### src/rtl/mips_pkg.sv
// mips_pkg: opcode/function encodings and enums shared by the execute stage
package mips_pkg;
    localparam logic [5:0] OP_RTYPE = 6'h00, OP_ADDI = 6'h08, OP_ADDIU = 6'h09, OP_SLTI = 6'h0A,
                           OP_SLTIU = 6'h0B, OP_ANDI = 6'h0C, OP_ORI = 6'h0D, OP_XORI = 6'h0E,
                           OP_LUI = 6'h0F, OP_LB = 6'h20, OP_LH = 6'h21, OP_LW = 6'h23,
                           OP_LBU = 6'h24, OP_LHU = 6'h25, OP_SB = 6'h28, OP_SH = 6'h29, OP_SW = 6'h2B;
    localparam logic [5:0] F_SLL = 6'h00, F_SRL = 6'h02, F_SRA = 6'h03, F_SLLV = 6'h04,
                           F_SRLV = 6'h06, F_SRAV = 6'h07, F_MFHI = 6'h10, F_MFLO = 6'h12,
                           F_MULT = 6'h18, F_MULTU = 6'h19, F_DIV = 6'h1A, F_DIVU = 6'h1B,
                           F_ADD = 6'h20, F_ADDU = 6'h21, F_SUB = 6'h22, F_SUBU = 6'h23,
                           F_AND = 6'h24, F_OR = 6'h25, F_XOR = 6'h26, F_NOR = 6'h27,
                           F_SLT = 6'h2A, F_SLTU = 6'h2B;
    typedef enum logic [3:0] {
        ALU_ADD, ALU_SUB, ALU_AND, ALU_OR, ALU_XOR, ALU_NOR, ALU_SLT, ALU_SLTU,
        ALU_LUI, ALU_SLL, ALU_SRL, ALU_SRA, ALU_MFHI, ALU_MFLO
    } alu_op_e;
    typedef enum logic [1:0] {MD_MULT, MD_MULTU, MD_DIV, MD_DIVU} md_op_e;
    typedef enum logic [1:0] {MD_IDLE, MD_BUSY, MD_DONE} md_state_e;
endpackage

### src/rtl/md_unit.sv
// md_unit: iterative shift-add multiplier / restoring divider owning the HI/LO registers
module md_unit import mips_pkg::*; #(
    parameter int BITS = 1
) (
    input  logic        clk,
    input  logic        rst,
    input  logic        start,
    input  logic        flush,
    input  logic [1:0]  op,
    input  logic [31:0] a,
    input  logic [31:0] b,
    output logic        stall,
    output logic [31:0] hi,
    output logic [31:0] lo
);
    localparam int K = 32 / BITS;
    md_state_e state, state_nxt;
    logic [5:0] cnt;
    logic [63:0] p, p_src, p_nxt, prod;
    logic [31:0] m, m_src, a_abs, b_abs, quo, rem;
    logic is_div, neg_q, neg_r, dz, div_in, sgn_in, div_src, idle;
    function automatic logic [63:0] mul_step(input logic [63:0] x, input logic [31:0] y);
        logic [32:0] s;
        s = {1'b0, x[63:32]} + (x[0] ? {1'b0, y} : 33'd0);
        return {s, x[31:1]};
    endfunction
    function automatic logic [63:0] div_step(input logic [63:0] x, input logic [31:0] y);
        logic [32:0] r, rr;
        logic ge;
        r = x[63:31];
        ge = r >= {1'b0, y};
        rr = ge ? r - {1'b0, y} : r;
        return {rr[31:0], x[30:0], ge};
    endfunction
    always_ff @(posedge clk)
        if (rst) state <= MD_IDLE;
        else state <= state_nxt;
    always_comb
        state_nxt = state == MD_IDLE ? (start ? MD_BUSY : MD_IDLE) :
                    state == MD_BUSY ? (flush ? MD_IDLE : (cnt == 6'(K - 1) ? MD_DONE : MD_BUSY)) : MD_IDLE;
    always_comb stall = (state == MD_IDLE && start) || (state == MD_BUSY && !flush);
    // Operands are folded to magnitudes; signs are reapplied on the final edge.
    assign idle = state == MD_IDLE;
    assign div_in = op == MD_DIV || op == MD_DIVU;
    assign sgn_in = op == MD_MULT || op == MD_DIV;
    assign a_abs = (sgn_in && a[31]) ? -a : a;
    assign b_abs = (sgn_in && b[31]) ? -b : b;
    assign div_src = idle ? div_in : is_div;
    assign p_src = idle ? {32'b0, div_in ? a_abs : b_abs} : p;
    assign m_src = idle ? (div_in ? b_abs : a_abs) : m;
    always_comb begin
        p_nxt = p_src;
        for (int i = 0; i < BITS; i++) p_nxt = div_src ? div_step(p_nxt, m_src) : mul_step(p_nxt, m_src);
    end
    assign prod = neg_q ? -p_nxt : p_nxt;
    assign quo = neg_q ? -p_nxt[31:0] : p_nxt[31:0];
    assign rem = neg_r ? -p_nxt[63:32] : p_nxt[63:32];
    always_ff @(posedge clk)
        if (rst) begin
            {cnt, p, m, is_div, neg_q, neg_r, dz, hi, lo} <= '0;
        end else if (idle && start) begin
            cnt <= 6'd1;
            p <= p_nxt;
            m <= m_src;
            is_div <= div_in;
            neg_q <= sgn_in && (a[31] ^ b[31]);
            neg_r <= sgn_in && a[31];
            dz <= div_in && b == 32'd0;
        end else if (state == MD_BUSY && !flush) begin
            cnt <= cnt + 6'd1;
            p <= p_nxt;
            if (cnt == 6'(K - 1)) begin
                hi <= is_div ? rem : prod[63:32];
                lo <= is_div ? (dz ? 32'hFFFF_FFFF : quo) : prod[31:0];
            end
        end
endmodule

### src/rtl/ex_stage.sv
// ex_stage: MIPS execute stage with EX/MEM register; OVF_TRAP_EN enables signed-overflow trapping
module ex_stage import mips_pkg::*; #(
    parameter int MD_BITS_PER_CYC = 1
) (
    input  logic        clk,
    input  logic        rst,
    input  logic        valid_id_ex,
    input  logic        flush_ex,
    input  logic [5:0]  opcode_id_ex,
    input  logic [5:0]  func_id_ex,
    input  logic        aluSrc_id_ex,
    input  logic        wr_en_reg_id_ex,
    input  logic [4:0]  wr_num_id_ex,
    input  logic        dm_rw_id_ex,
    input  logic [1:0]  dm_access_sz_id_ex,
    input  logic [31:0] rd0_data_id_ex,
    input  logic [31:0] rd1_data_id_ex,
    input  logic [15:0] imm_id_ex,
    input  logic [4:0]  shift_amount_id_ex,
    input  logic [31:0] pc_id_ex,
    output logic        stall_ex,
`ifdef OVF_TRAP_EN
    output logic        ovf_exc_ex_mem,
`endif
    output logic        valid_ex_mem,
    output logic [31:0] alu_result_ex_mem,
    output logic [31:0] st_data_ex_mem,
    output logic        wr_en_reg_ex_mem,
    output logic [4:0]  wr_num_ex_mem,
    output logic        dm_rw_ex_mem,
    output logic [1:0]  dm_access_sz_ex_mem,
    output logic [31:0] pc_ex_mem
);
    alu_op_e alu_op;
    md_op_e md_op;
    logic var_sh, zext, is_md, known, live, trap;
    logic [31:0] a, b, ext, sum, diff, result, hi, lo;
    logic [4:0] sh;
    always_comb begin
        alu_op = ALU_ADD;
        md_op = md_op_e'(func_id_ex[1:0]);
        {var_sh, zext, is_md} = '0;
        known = 1'b1;
        case (opcode_id_ex)
            OP_RTYPE:
                case (func_id_ex)
                    F_SLL: alu_op = ALU_SLL;
                    F_SRL: alu_op = ALU_SRL;
                    F_SRA: alu_op = ALU_SRA;
                    F_SLLV: begin alu_op = ALU_SLL; var_sh = 1'b1; end
                    F_SRLV: begin alu_op = ALU_SRL; var_sh = 1'b1; end
                    F_SRAV: begin alu_op = ALU_SRA; var_sh = 1'b1; end
                    F_MFHI: alu_op = ALU_MFHI;
                    F_MFLO: alu_op = ALU_MFLO;
                    F_MULT, F_MULTU, F_DIV, F_DIVU: is_md = 1'b1;
                    F_ADD, F_ADDU: alu_op = ALU_ADD;
                    F_SUB, F_SUBU: alu_op = ALU_SUB;
                    F_AND: alu_op = ALU_AND;
                    F_OR: alu_op = ALU_OR;
                    F_XOR: alu_op = ALU_XOR;
                    F_NOR: alu_op = ALU_NOR;
                    F_SLT: alu_op = ALU_SLT;
                    F_SLTU: alu_op = ALU_SLTU;
                    default: known = 1'b0;
                endcase
            OP_ADDI, OP_ADDIU, OP_LB, OP_LH, OP_LW, OP_LBU, OP_LHU, OP_SB, OP_SH, OP_SW: alu_op = ALU_ADD;
            OP_SLTI: alu_op = ALU_SLT;
            OP_SLTIU: alu_op = ALU_SLTU;
            OP_ANDI: begin alu_op = ALU_AND; zext = 1'b1; end
            OP_ORI: begin alu_op = ALU_OR; zext = 1'b1; end
            OP_XORI: begin alu_op = ALU_XOR; zext = 1'b1; end
            OP_LUI: alu_op = ALU_LUI;
            default: known = 1'b0;
        endcase
    end
    assign ext = zext ? {16'b0, imm_id_ex} : {{16{imm_id_ex[15]}}, imm_id_ex};
    assign a = rd0_data_id_ex;
    assign b = aluSrc_id_ex ? ext : rd1_data_id_ex;
    assign sum = a + b;
    assign diff = a - b;
    assign sh = var_sh ? rd0_data_id_ex[4:0] : shift_amount_id_ex;
    always_comb
        case (alu_op)
            ALU_SUB: result = diff;
            ALU_AND: result = a & b;
            ALU_OR: result = a | b;
            ALU_XOR: result = a ^ b;
            ALU_NOR: result = ~(a | b);
            ALU_SLT: result = {31'b0, $signed(a) < $signed(b)};
            ALU_SLTU: result = {31'b0, a < b};
            ALU_LUI: result = {imm_id_ex, 16'b0};
            ALU_SLL: result = rd1_data_id_ex << sh;
            ALU_SRL: result = rd1_data_id_ex >> sh;
            ALU_SRA: result = $signed(rd1_data_id_ex) >>> sh;
            ALU_MFHI: result = hi;
            ALU_MFLO: result = lo;
            default: result = sum;
        endcase
`ifdef OVF_TRAP_EN
    // Only the trapping forms (ADD, ADDI, SUB) raise overflow; the U variants wrap silently.
    logic ovf_chk;
    assign ovf_chk = (opcode_id_ex == OP_RTYPE && (func_id_ex == F_ADD || func_id_ex == F_SUB)) || opcode_id_ex == OP_ADDI;
    assign trap = ovf_chk && (alu_op == ALU_SUB ? (a[31] != b[31] && diff[31] != a[31]) : (a[31] == b[31] && sum[31] != a[31]));
`else
    assign trap = 1'b0;
`endif
    assign live = valid_id_ex && !flush_ex && known && !is_md;
    md_unit #(.BITS(MD_BITS_PER_CYC)) u_md (
        .clk(clk), .rst(rst), .start(valid_id_ex && !flush_ex && is_md), .flush(flush_ex),
        .op(md_op), .a(rd0_data_id_ex), .b(rd1_data_id_ex), .stall(stall_ex), .hi(hi), .lo(lo)
    );
    always_ff @(posedge clk)
        if (rst) begin
            {valid_ex_mem, alu_result_ex_mem, st_data_ex_mem, wr_en_reg_ex_mem, wr_num_ex_mem,
             dm_rw_ex_mem, dm_access_sz_ex_mem, pc_ex_mem} <= '0;
`ifdef OVF_TRAP_EN
            ovf_exc_ex_mem <= 1'b0;
`endif
        end else begin
            valid_ex_mem <= live;
            alu_result_ex_mem <= result;
            st_data_ex_mem <= rd1_data_id_ex;
            wr_en_reg_ex_mem <= live && wr_en_reg_id_ex && !trap;
            wr_num_ex_mem <= live ? wr_num_id_ex : 5'd0;
            dm_rw_ex_mem <= live && dm_rw_id_ex;
            dm_access_sz_ex_mem <= live ? dm_access_sz_id_ex : 2'd0;
            pc_ex_mem <= live ? pc_id_ex : 32'd0;
`ifdef OVF_TRAP_EN
            ovf_exc_ex_mem <= live && trap;
`endif
        end
endmodule

### config.mk
export PLATFORM = sky130hd
export DESIGN_NAME = ex_stage
export DESIGN_NICKNAME = d
export VERILOG_FILES = /design/src/rtl/mips_pkg.sv /design/src/rtl/md_unit.sv /design/src/rtl/ex_stage.sv
export SDC_FILE = /design/constraint.sdc
export NUM_CORES = 2
export LEC_CHECK = 0
export ABC_AREA = 1
export CORE_UTILIZATION = 43
export DETAILED_ROUTE_END_ITERATION = 6
export GPL_TIMING_DRIVEN = 0
export PLACE_DENSITY = 0.59
export SYNTH_ARGS = -nofsm -noshare
export SYNTH_HDL_FRONTEND = slang
export SYNTH_SLANG_ARGS = --single-unit
### constraint.sdc
create_clock -name clk -period 10.2 [get_ports clk]
set_clock_uncertainty 0.2 [all_clocks]
set_input_delay 2.04 -clock clk [delete_from_list [all_inputs] [get_ports clk]]
set_output_delay 2.04 -clock clk [all_outputs]
set_load 0.02 [all_outputs]
==> results.cfg <==
[drt]
antenna_left = 0
wl_per_cell_um = 27.3
vias_per_cell = 6.10
drt-pass1-iter-count = 7
drc_errors = 0
wirelength_um = 175000
dr.first_iter.drc_count = 5969
vias = 39170

[clocking]
cts_hold_buf = 0
cts.sinks = 278
cts_tree = done
cts_buffer_depth = 3
post-cts-setup-buffers = 0
htreeDepth = 2
clockRootBuffer = clkbuf_16
cts_resized = 0
cts_made_buffers = 36
clk_pin_slew_ns = 0.06
insertion_delay_ns = 0.61

[final_layout]
fin_cells = 6422
ff_latch_area_um2 = 5570
final_layout_size_suffix_gt1_share_pct = 5.83
syn2layout_area_growth_pct = 16.6
fin_nets = 5769
n_fill_cell = 7547
multiInputGateArea_um2 = 20800

[floorplan]
die_width_um = 266
core_um2 = 68700
die_area_um2 = 70600
num_rows = 96
die_h_um = 266
ioPinCount = 250
initial_utilization_pct = 43.5

[synthesis]
synth_area_per_cell_um2 = 5.78
synthXorXnorAreaFrac_pct = 2.28
synthAdderAreaFrac_pct = 7.17
ys_seq_elements = 278
yosys.cell_types.count = 69
syn_nets = 5485
synth_top_family_by_area = simple AND/OR/NAND/NOR gates
async_reset_ff_share_pct = 0
syn_inst = 5173
synth_area_um2 = 29900
ys_warn_count = 0
synth_ff_type = dfxtp_1
yosysTopAreaCell = dfxtp_1
synth-edff-count = 0
ys_seq_area_share_pct = 18.6
synth_top_area_share_pct = 18.6
ys_top_cells_by_area = dfxtp_1, nand2_1, inv_1
muxShareOfSynthArea_pct = 0.674
synth-compound-area-share_pct = 21.5
synth-simple-area-share_pct = 37.8

[critical_path]
worstSetupPathType = in -> reg
crit_slowest_cell = a221oi_1
path_max_fanout = 7
worst_setup_path_end_kind = register
arrival_ns = 9.59
critical_path_required_ns = 10.49
critPathMaxStageDelay_ns = 0.75
crit_path_start_kind = input port
cpMostUsedCell = nand2_1

[power_and_ir_drop]
powerDensity_nw_per_um2 = 113
ir_drop_v = 0.000143
p_leak_nw = 16.6

[sta]
setup_viol = 0
slew_viol_final = 11
report.final.hold_viol_count = 0
rsz0062_at_grt = no
hold-worst-slack_ns = 0.258
period_share_pct = 91.1
period_minus_slack_ns = 9.29
max_freq_mhz = 108
max_slew_margin_pct = -10.0
fin_setup_tns_ns = 0
worst_pin_slew_ns = 1.65

[outcome]
violations = capacitance limit, slew limit
status = finished, violations left

[grt]
track_usage_pct = 48.1
grt_pass1_vias = 35894
gr-usage-met3_pct = 12.3
grt_use_met1_pct = 55.8
use_met2_pct = 73.3
antenna_found_initial = 10
grt_pass1_wl_um = 246000
overflow = 0
top_usage_layer = met2
grt_max_degree = 14

[placement]
placed_cells = 6350
place_hpwl_um = 144000
globalplace.congestion = 1.15
io_buffers = 246

[min_path]
hp-class = reg -> reg

[run]
cap_violations = 1
per-layer routing:
layer	vias to the layer above	part of all wire (%)
met2	2744	42
met1	17911	36
li1	17726	-
met4	4	11
met5	-	0.017
met3	785	12
cell usage after synthesis, types with 17 or more instances:
| cell | count |
|---|---|
| nor3_1 | 38 |
| xnor2_1 | 17 |
| inv_2 | 24 |
| nand3_1 | 472 |
| a221oi_1 | 31 |
| o21bai_1 | 18 |
| or2_2 | 57 |
| a31oi_1 | 29 |
| nand4_1 | 81 |
| dfxtp_1 | 278 |
| a211oi_1 | 22 |
| o22ai_1 | 37 |
| o21ai_0 | 429 |
| buf_2 | 51 |
| nand2_2 | 27 |
| nor2_2 | 31 |
| inv_1 | 641 |
| clkbuf_1 | 141 |
| ha_1 | 165 |
| o21ai_1 | 43 |
| a21oi_1 | 321 |
| o211ai_1 | 104 |
| nor2_1 | 537 |
| xor2_1 | 61 |
| o221ai_1 | 21 |
| mux2i_1 | 19 |
| nand2_1 | 1295 |
cells by family (layout without fill, tap and decap cells):
family | Yosys count | after routing
muxes | 20 | 20
buffers and inverters | 900 | 1212
and+or+nand+nor | 2611 | 2611
xor gates and xnor gates | 78 | 78
DFF | 278 | 278
AOI/OAI and AO/OA | 1117 | 1117
adders and majority gates | 169 | 169
other | 0 | 6
flip-flops by register name, summed over array words and instances (netlist names), 2 cells and up:
name / cells
u_md.state: 2
st_data_ex_mem: 32
dm_access_sz_ex_mem: 2
u_md.lo: 32
wr_num_ex_mem: 5
alu_result_ex_mem: 32
u_md.m: 32
u_md.cnt: 6
pc_ex_mem: 32
u_md.hi: 32
u_md.p: 64
power breakdown:
group,internal (mW),switching [mW]
clock network,0.839,0.582
logic,0.395,0.984
registers,1.12,0.00731
through the flow:
stage	total power, mW	util, %	cell area (um2)	setup slack (ns)
3_5_place_dp	2.45	48.8	33500	0.638
6_report	3.92	50.7	34900	0.906
3_3_place_gp	2.46	48.8	33500	0.621
5_1_grt	4.04	50.7	34800	0.567
2_1_floorplan	1.91	-	29900	3.73
4_1_cts	3.86	50.7	34800	1.27
worst paths after layout:
kind         cells past startpoint                startpoint                  endpoint  slack (ns)
min                              2    u_md.m[4]$_SDFFE_PP0P_    u_md.m[4]$_SDFFE_PP0P_        0.26
min reg2reg                      2    u_md.m[4]$_SDFFE_PP0P_    u_md.m[4]$_SDFFE_PP0P_        0.26
max                             35         rd0_data_id_ex[0]  u_md.hi[22]$_SDFFE_PP0P_        0.91
max reg2reg                     33  u_md.state[1]$_SDFF_PP0_  u_md.hi[22]$_SDFFE_PP0P_        1.79
worst max-delay path: cells and delay by family:
family	cells	cell delay [ns]
fa+ha+maj	3	0.96
compound gates	4	1.35
buf+inv	3	1.39
simple gates	25	3.81
layout by cell type (no fill, tap or decap), types with 12 or more instances in the layout:
cell type,n
nand2_1,1295
inv_1,641
nor2_1,537
nand3_1,472
o21ai_0,429
a21oi_1,321
dfxtp_1,278
clkdlybuf4s50_1,246
ha_1,165
clkbuf_1,143
o211ai_1,104
nand4_1,81
xor2_1,61
or2_2,57
buf_2,52
o21ai_1,43
nor3_1,38
o22ai_1,37
clkbuf_16,36
nor2_2,31
a221oi_1,31
a31oi_1,29
nand2_2,27
inv_2,24
a211oi_1,22
o221ai_1,21
mux2i_1,19
o21bai_1,18
xnor2_1,17
nor2_4,14
buf_1,13
buf_4,12
nor4_1,12
layout make-up:
cell class | instances | area share, %
Sequential cell | 278 | 16.0
Buffer | 228 | 3.00
Clock inverter | 21 | 0.872
Inverter | 672 | 7.25
Multi-Input combinational cell | 3995 | 59.6
Antenna cell | 6 | 0.0431
Timing Repair Buffer | 246 | 7.06
Tap cell | 931 | 3.34
Clock buffer | 45 | 2.88
Power figures use the tool's default switching activity.
==> RTL change: new RTL, same flow settings <==
Build with the macro `OVF_TRAP_EN` defined.
--- a/src/rtl/ex_stage.sv
+++ b/src/rtl/ex_stage.sv
@@ -1,4 +1,6 @@
 // ex_stage: MIPS execute stage with EX/MEM register; OVF_TRAP_EN enables signed-overflow trapping
+`define OVF_TRAP_EN
+
 module ex_stage import mips_pkg::*; #(
     parameter int MD_BITS_PER_CYC = 1
 ) (
Check against the original RTL (old outputs only; new: ovf_exc_ex_mem): not equivalent (Yosys sat finds a counterexample within 4 cycles, from zero or initial values and one cycle with rst high).
==> RTL change against the unedited design <==
Sequential cell count is 1 higher. Worst hold slack gained 0.021 ns. Setup slack got worse by 0.48 ns. Final area up 2.3%. Routed wire length is 5.3% higher. The run ends with DRC, capacitance limit, slew limit left. Power increased by 0.80%. Global-route usage grew 0.64 points. Area after synthesis rose by 2.8%. Largest cell class unchanged. Critical path depth shrank 1.
==> RTL change: results (changes against the unedited design) <==
stage,metric,value,unit,change
timing,WHS,0.280,ns,was 0.258 ns
global_route,first-pass GRT wire length,258000,um,was 246000 um
placed_design,placed cell areas,0.0344,sq mm,was 0.0335 sq mm
finish,nonclk buf count,482,,was 474
finish,n_diodes,3,,was 6
pwr,worst vdd ir,0.000149,V,was 0.000143 V
finish,NonClk Buf Share,0.101,,about the same
global_route,global-route usage over all layers,0.487,,was 0.481
finish,clock network area share,0.0350,,was 0.0376
placed_design,Port Buf Inserts,247,,was 246
finish,Non-clock inverters,719,,was 672
logic_synthesis,Post-Syn Area per Cell,5.79,sq um,was 5.78 sq um
finish,nets@finish,5905,,was 5769
outcome,violated checks,"DRC, capacitance limit, slew limit",,"was capacitance limit, slew limit"
logic_synthesis,register area share after synthesis,0.182,,was 0.186
finish,Layout area overhead,16.0,%,was 16.6%
min_path,Hold Path Origin,u_md.m[0],,was u_md.m[4]
placed_design,DPL Wire Length,151000,um,was 144000 um
worst_setup_path,crit-path max cell delay,0.70,ns,was 0.75 ns
finish,non-filler instance count after layout,6563,,was 6422
min_path,hold endpoint,u_md.m[0],,was u_md.m[4]
drt,drt total wl,184000,um,was 175000 um
worst_setup_path,"delay-heaviest family, CP",buffers and inverters,,was simple AND/OR/NAND/NOR gates
timing,Final Max Tran Viols,9,,was 11
job,max capacitance violation total,1,,unchanged
finish,multi-input gates,4076,,was 3995
finish,sequential share of cell area,0.157,,was 0.160
outcome,run status,"finished, violations left",,unchanged
pwr,Pleak,0.0171,uW,was 0.0166 uW
drt,Vias/cell,6.15,,was 6.10
finish,CLK BUF,46,,was 45
drt,DRC viols,26,,was 0
pwr,Pint,2340,uW,was 2350 uW
pwr,Seq pwr share,0.285,,was 0.286
global_route,initial antenna violation count,9,,was 10
finish,area of the multi-input gates,0.0213,sq mm,was 0.0208 sq mm
logic_synthesis,Commonest cells post-synth,"1309 x nand2_1, 684 x inv_1, 561 x nor2_1",,"was 1295 x nand2_1, 641 x inv_1, 537 x nor2_1"
-- RTL change: cell families (layout without fill, tap and decap cells) --
family	Yosys count	in the layout	share of synthesized area
fa+ha+maj	169	169	0.0697
xor+xnor	89	89	0.0254
simple gates	2700	2700	0.383
mux	18	18	0.00586
compound gates	1100	1100	0.209
buf+inv	954	1265	0.124
other cells	0	3	0
flops	279	279	0.182
-- RTL change: how the worst max path moves through the flow --
stage	start	end	slack [ns]
final	func_id_ex[1]	u_md.hi[20]	0.43
after CTS	func_id_ex[1]	u_md.hi[20]	1.04
after global routing	func_id_ex[1]	u_md.hi[20]	0.42
after floorplan	func_id_ex[1]	u_md.hi[16]	3.80
after global placement	func_id_ex[1]	u_md.hi[20]	0.42
after detailed placement	func_id_ex[1]	u_md.hi[20]	0.47
-- RTL change: metal layers --
layer	wire length (um)	track usage
met3	22000	0.133
met5	53	0
met2	75400	0.726
met1	66800	0.570
met4	20100	0.441
